$ cat config.mk
export PLATFORM = sky130hd
export DESIGN_NAME = ram_arbiter
export DESIGN_NICKNAME = d
export VERILOG_FILES = /design/src/rtl/ram_arb_pkg.sv /design/src/rtl/ram_arb_pick.sv /design/src/rtl/ram_arbiter.sv
export SDC_FILE = /design/constraint.sdc
export NUM_CORES = 1
export LEC_CHECK = 0
export BUFFER_PORTS_ARGS = -buffer_cell sky130_fd_sc_hd__buf_2
export CORE_MARGIN = 3
export CORE_UTILIZATION = 48
export CTS_BUF_LIST = sky130_fd_sc_hd__clkbuf_8 sky130_fd_sc_hd__clkbuf_16
export CTS_CLUSTER_SIZE = 12
export DETAILED_ROUTE_END_ITERATION = 6
export PLACE_DENSITY = 0.79
export REMOVE_ABC_BUFFERS = 1
export SLEW_MARGIN = 20
export SYNTH_ARGS = -nofsm -noshare
export SYNTH_HDL_FRONTEND = slang
export SYNTH_SLANG_ARGS = --single-unit
$ cat constraint.sdc
create_clock -name clk -period 2 [get_ports clk]
set_input_delay 0.3 -clock clk [delete_from_list [all_inputs] [get_ports clk]]
set_output_delay 0.3 -clock clk [all_outputs]
set_load 0.02 [all_outputs]
$ cat src/rtl/ram_arb_pkg.sv
// Shared constants for the program/data RAM arbiter: FSM state encoding and
// requester port indices.
package ram_arb_pkg;

  typedef enum logic [1:0] {
    IDLE   = 2'b00,
    ACCESS = 2'b01,
    WAIT   = 2'b10,
    ACK    = 2'b11
  } state_t;

  localparam logic PORT_CPU = 1'b0;
  localparam logic PORT_LDR = 1'b1;

endpackage

$ cat src/rtl/ram_arb_pick.sv
// Combinational winner select for the RAM arbiter. Tie policy is fixed CPU
// priority unless RAM_ARB_ROUND_ROBIN_EN is defined (alternate against owner).
module ram_arb_pick (
  input  logic cpuReq,
  input  logic ldrReq,
  input  logic holdActive,
  input  logic holdPort,
  input  logic owner,
  output logic grantValid,
  output logic grantPort
);
  import ram_arb_pkg::*;

  logic tieWinner;

`ifdef RAM_ARB_ROUND_ROBIN_EN
  assign tieWinner = ~owner;
`else
  logic unusedOwner;
  assign tieWinner   = PORT_CPU;
  assign unusedOwner = owner;
`endif

  // An active holder has its req high by construction, so it wins outright.
  always_comb begin
    grantValid = 1'b0;
    grantPort  = PORT_CPU;
    if (holdActive) begin
      grantValid = 1'b1;
      grantPort  = holdPort;
    end else if (cpuReq && ldrReq) begin
      grantValid = 1'b1;
      grantPort  = tieWinner;
    end else if (cpuReq) begin
      grantValid = 1'b1;
      grantPort  = PORT_CPU;
    end else if (ldrReq) begin
      grantValid = 1'b1;
      grantPort  = PORT_LDR;
    end
  end

endmodule

$ cat src/rtl/ram_arbiter.sv
// Single-port RAM arbiter between CPU sequencer and program loader: four-cycle
// req/ack accesses with optional lock. Tie policy selectable via RAM_ARB_ROUND_ROBIN_EN.
module ram_arbiter #(
  parameter int ADDR_W = 4,
  parameter int DATA_W = 8
) (
  input  logic              clk,
  input  logic              rst,
  input  logic              cpu_req,
  input  logic              cpu_we,
  input  logic              cpu_lock,
  input  logic [ADDR_W-1:0] cpu_addr,
  input  logic [DATA_W-1:0] cpu_wdata,
  output logic              cpu_ack,
  output logic [DATA_W-1:0] cpu_rdata,
  input  logic              ldr_req,
  input  logic              ldr_we,
  input  logic              ldr_lock,
  input  logic [ADDR_W-1:0] ldr_addr,
  input  logic [DATA_W-1:0] ldr_wdata,
  output logic              ldr_ack,
  output logic [DATA_W-1:0] ldr_rdata,
  output logic [ADDR_W-1:0] ram_addr,
  output logic [DATA_W-1:0] ram_wdata,
  output logic              ram_we,
  output logic              ram_re,
  input  logic [DATA_W-1:0] ram_rdata,
  output logic              owner,
  output logic              busy
);
  import ram_arb_pkg::*;

  state_t            state, nextState;
  logic              accWe;
  logic              holdValid, holdPort, holdActive;
  logic              holderReq, holderLock;
  logic              grantValid, grantPort;
  logic              selWe, selLock;
  logic [ADDR_W-1:0] selAddr;
  logic [DATA_W-1:0] selWdata;

  // A holder only keeps priority while it is still asking and still locking.
  assign holderReq  = holdPort ? ldr_req  : cpu_req;
  assign holderLock = holdPort ? ldr_lock : cpu_lock;
  assign holdActive = holdValid & holderReq & holderLock;

  assign selWe    = grantPort ? ldr_we    : cpu_we;
  assign selAddr  = grantPort ? ldr_addr  : cpu_addr;
  assign selWdata = grantPort ? ldr_wdata : cpu_wdata;
  assign selLock  = owner     ? ldr_lock  : cpu_lock;

  ram_arb_pick uPick (
    .cpuReq     (cpu_req),
    .ldrReq     (ldr_req),
    .holdActive (holdActive),
    .holdPort   (holdPort),
    .owner      (owner),
    .grantValid (grantValid),
    .grantPort  (grantPort)
  );

  always_ff @(posedge clk) begin
    if (!rst) state <= IDLE;
    else      state <= nextState;
  end

  always_comb begin
    nextState = state;
    case (state)
      IDLE:    if (grantValid) nextState = ACCESS;
      ACCESS:  nextState = WAIT;
      WAIT:    nextState = ACK;
      ACK:     nextState = IDLE;
      default: nextState = IDLE;
    endcase
  end

  always_ff @(posedge clk) begin
    if (!rst) begin
      cpu_ack   <= 1'b0;
      ldr_ack   <= 1'b0;
      cpu_rdata <= '0;
      ldr_rdata <= '0;
      ram_addr  <= '0;
      ram_wdata <= '0;
      ram_we    <= 1'b0;
      ram_re    <= 1'b0;
      owner     <= PORT_CPU;
      busy      <= 1'b0;
      accWe     <= 1'b0;
      holdValid <= 1'b0;
      holdPort  <= PORT_CPU;
    end else begin
      case (state)
        IDLE: begin
          // Release and normal arbitration happen on the same edge.
          if (holdValid && !holdActive) holdValid <= 1'b0;
          if (grantValid) begin
            owner     <= grantPort;
            ram_addr  <= selAddr;
            ram_wdata <= selWdata;
            ram_we    <= selWe;
            ram_re    <= ~selWe;
            accWe     <= selWe;
            busy      <= 1'b1;
          end
        end
        ACCESS: begin
          ram_we <= 1'b0;
          ram_re <= 1'b0;
        end
        WAIT: begin
          // Synchronous RAM data from the strobe cycle is valid here.
          if (owner == PORT_LDR) begin
            ldr_ack <= 1'b1;
            if (!accWe) ldr_rdata <= ram_rdata;
          end else begin
            cpu_ack <= 1'b1;
            if (!accWe) cpu_rdata <= ram_rdata;
          end
          if (selLock) begin
            holdValid <= 1'b1;
            holdPort  <= owner;
          end
        end
        ACK: begin
          cpu_ack <= 1'b0;
          ldr_ack <= 1'b0;
          busy    <= 1'b0;
        end
        default: ;
      endcase
    end
  end

endmodule
==> reports/qor.csv <==
stage;metric;value;unit
logic_synthesis;Synth Register Bits;39;
worst_setup_path;CP endpoint kind;flip-flop;
worst_setup_path;Reg-to-Reg Start;state[0];
layout;Nets;316;
cts;cts hold-fix bufs;0;
cts;TritonCTS Buffers;5;
placement;Buffers on Ports;73;
placement;Setup WS pre-CTS;0.296;ns
logic_synthesis;post-synthesis sequential area ratio;42.7;%
worst_hold_path;Hold Crit Class;in2reg;
timing;total negative setup slack;0;ns
timing;max-slew violation count;0;
routing;M1 WL;1.88;mm
placement;dpl cell area;2220;um2
worst_setup_path;crit path launch;state[0];
pwr;Worst VDD drop;770;uV
global_route;vias in the first global route;1519;
cts;Sink Count;39;
worst_setup_path;Worst path slowest cell;nor3b_1;
global_route;first-pass GRT wire length;6.80;mm
logic_synthesis;Syn Area/Cell;9.15;um2
routing;WL met3;232;um
pwr;LEAKAGE;0.00109;uW
cts;clock-pin slew on the worst setup and hold paths;0.07;ns
worst_setup_path;Setup Crit Path Kind;reg2reg;
routing;vias;1685;
layout;ant diodes;0;
floorplanning;die area;4590;um2
routing;DR top layer;met4;
timing;fmax;565;MHz
logic_synthesis;top cells by area, synth;dfxtp_1 (43%), mux2i_1 (9.8%), nor2_1 (7.2%);
layout;Area Overhead vs Synth;27.8;%
worst_setup_path;Worst path max stage delay;0.49;ns
floorplanning;DIE HEIGHT;67.7;um
logic_synthesis;dominant register cell in the synthesized netlist;dfxtp_1;
timing;skew final;0.00873;ns
worst_setup_path;Max FO, Critical Path;7;
floorplanning;die width;67.7;um
cts;Setup Buffers After CTS;0;
global_route;initial antenna violation count;0;
timing;slew of the pin with the lowest slew margin;0.683;ns
cts;CTS tree;built;
routing;DR vias/cell;5.30;
timing;Final Hold Viols;0;
global_route;largest net degree at the start of global routing;25;
logic_synthesis;Synth cell types;34;
job;Max Cap Viol;0;
timing;final worst path period share;88.5;%
placement;Final GP Congestion;0.782;
timing;Hold Slack;0.264;ns
logic_synthesis;Synth area leader;dfxtp_1;
worst_setup_path;Critical Path Source Type;flip-flop;
worst_setup_path;worst flop-to-flop path endpoint;ram_we;
layout;share of cells above drive strength 1;37.9;%
logic_synthesis;warnings from Yosys;0;
routing;# DRC;0;
layout;Design Area, Final;2340;um2
logic_synthesis;Syn Std Cell Area;1830;um2
timing;setup ws final;0.231;ns
placement;DP HPWL;3.14;mm
worst_setup_path;FF-to-FF path depth;5;
floorplanning;row cnt;21;
worst_setup_path;crit path DAT;1.97;ns
worst_setup_path;CP required;2.20;ns
floorplanning;Initial Util;52.3;%
floorplanning;core footprint;3490;um2
cts;root buf cell;clkbuf_8;
timing;final setup violation count;0;
logic_synthesis;number of flops mapped to enable cells by yosys;0;
cts;htree depth;2;
routing;met2 wire length;2.14;mm
worst_setup_path;CP Cell Sequence;inv_1 > ha_1 > nor3b_1 > o21ai_0 > o221ai_1;
cts;Clock Latency Late Sink;0.28;ns
timing;crit path time final;1.77;ns
routing;routed length per instance;13.4;um
status;status;completed;
global_route;GRT Util Overall;19.2;%
timing;RSZ-0062 raised after global routing;no;
pwr;pwr dens;1260;nW/um2
timing;worst relative slew slack;54.4;%
logic_synthesis;cells after synthesis;200;
logic_synthesis;asr flop ratio synth;0;%
cts;Resized Gates After CTS;0;
routing;Detailed Route WL;4.27;mm
routing;First-pass DRT Iterations;4;
worst_setup_path;Worst setup endpoint;ram_we;
cts;CTS Buffer Depth;2;
logic_synthesis;share of Yosys cell area claimed by the top area cell type;42.7;%
worst_setup_path;reg2reg setup slack;0.23;ns
routing;Antenna Nets Post-Route;0;
routing;initial drt markers;138;
global_route;GR Overflow Total;0;
floorplanning;IO Count;74;
[cells in the final DEF (no fill, tap or decap), drive strengths merged, types with 3 or more instances in the layout]
master  synthesis  routed
inv             6       6
a211oi         14      14
ha              5       5
a21oi           3       3
buf            12      81
dfxtp          39      39
o21ai          16      16
nor2           35      35
nand2           7       7
clkbuf          5       6
nor3b           3       3
o21a            3       3
mux2i          18      18
nor4           12      12
[layout make-up]
cell class / instances / area [um2]
Inverter: 6 / 22.5
Clock inverter: 2 / 35.0
Clock buffer: 6 / 82.6
Multi-Input combinational cell: 138 / 935
Timing Repair Buffer: 81 / 425
Sequential cell: 39 / 781
Fill cell: 294 / 1160
Tap cell: 46 / 57.6
[metal layers]
metal  vias to the layer above  GRT usage (%)
met3                         2           4.66
met1                       781           25.8
met2                        47           31.0
li1                        855              -
met5                         -              0
met4                         0           4.56
[where the power goes]
group          total, uW  switching, uW  leakage, uW  internal (uW)
clock network        672            269    0.0000612            404
registers           1050           99.0     0.000319            955
logic               1230            736     0.000707            492
total               2950           1100      0.00109           1850
[state kept, by name, indices dropped and copies added (netlist names)]
register and count:
cpu_ack 1, owner 1, ram_wdata 8, ldr_rdata 8, holdPort 1, ram_we 1, busy 1, holdValid 1
ldr_ack 1, state 2, ram_addr 4, cpu_rdata 8, accWe 1, ram_re 1
[cell families after synthesis]
group,after synthesis,share of synthesized area [%]
mux,18,9.85
fa+ha+maj,5,3.42
simple gates,71,19.1
buf+inv,23,6.22
flops,39,42.7
compound gates,44,18.7
[worst max-delay path, delay by kind of cell, from the launching register on]
family	cells	cell delay [ns]
simple gates	1	0.49
fa+ha+maj	1	0.31
flops	1	0.33
buf+inv	1	0.13
compound gates	2	0.42
[worst min path at each step]
stage | from | to | slack (ns) | cells after the start
5_1_grt | ram_rdata[5] | ldr_rdata[5] | 0.27 | 3
4_1_cts | ram_rdata[5] | ldr_rdata[5] | 0.26 | 3
2_1_floorplan | ram_rdata[0] | ldr_rdata[0] | 0.44 | 2
3_5_place_dp | ram_re | ram_re | 0.46 | 2
3_3_place_gp | ram_re | ram_re | 0.46 | 2
6_report | ram_rdata[0] | ldr_rdata[0] | 0.26 | 3
[cell usage after synthesis (all sizes together) (2+ instances only)]
library cell,instances
a211oi,14
dfxtp,39
buf,12
o21a,3
nor3,2
ha,5
o21ai,16
nand3,2
mux2i,18
nand2b,2
nor3b,3
nor4,12
nor2,35
inv,6
nand3b,2
nor2b,2
nand2,7
clkbuf,5
a21oi,3
[metrics by stage]
stage / cells / util [%] / total power [uW]
6_report: 318 / 66.9 / 2950
3_3_place_gp: 310 / 63.6 / 2260
3_5_place_dp: 310 / 63.6 / 2300
2_1_floorplan: 183 / - / 1870
4_1_cts: 318 / 66.9 / 2970
5_1_grt: 318 / 66.9 / 3140
No activity file was read; power rests on OpenSTA's default activity.
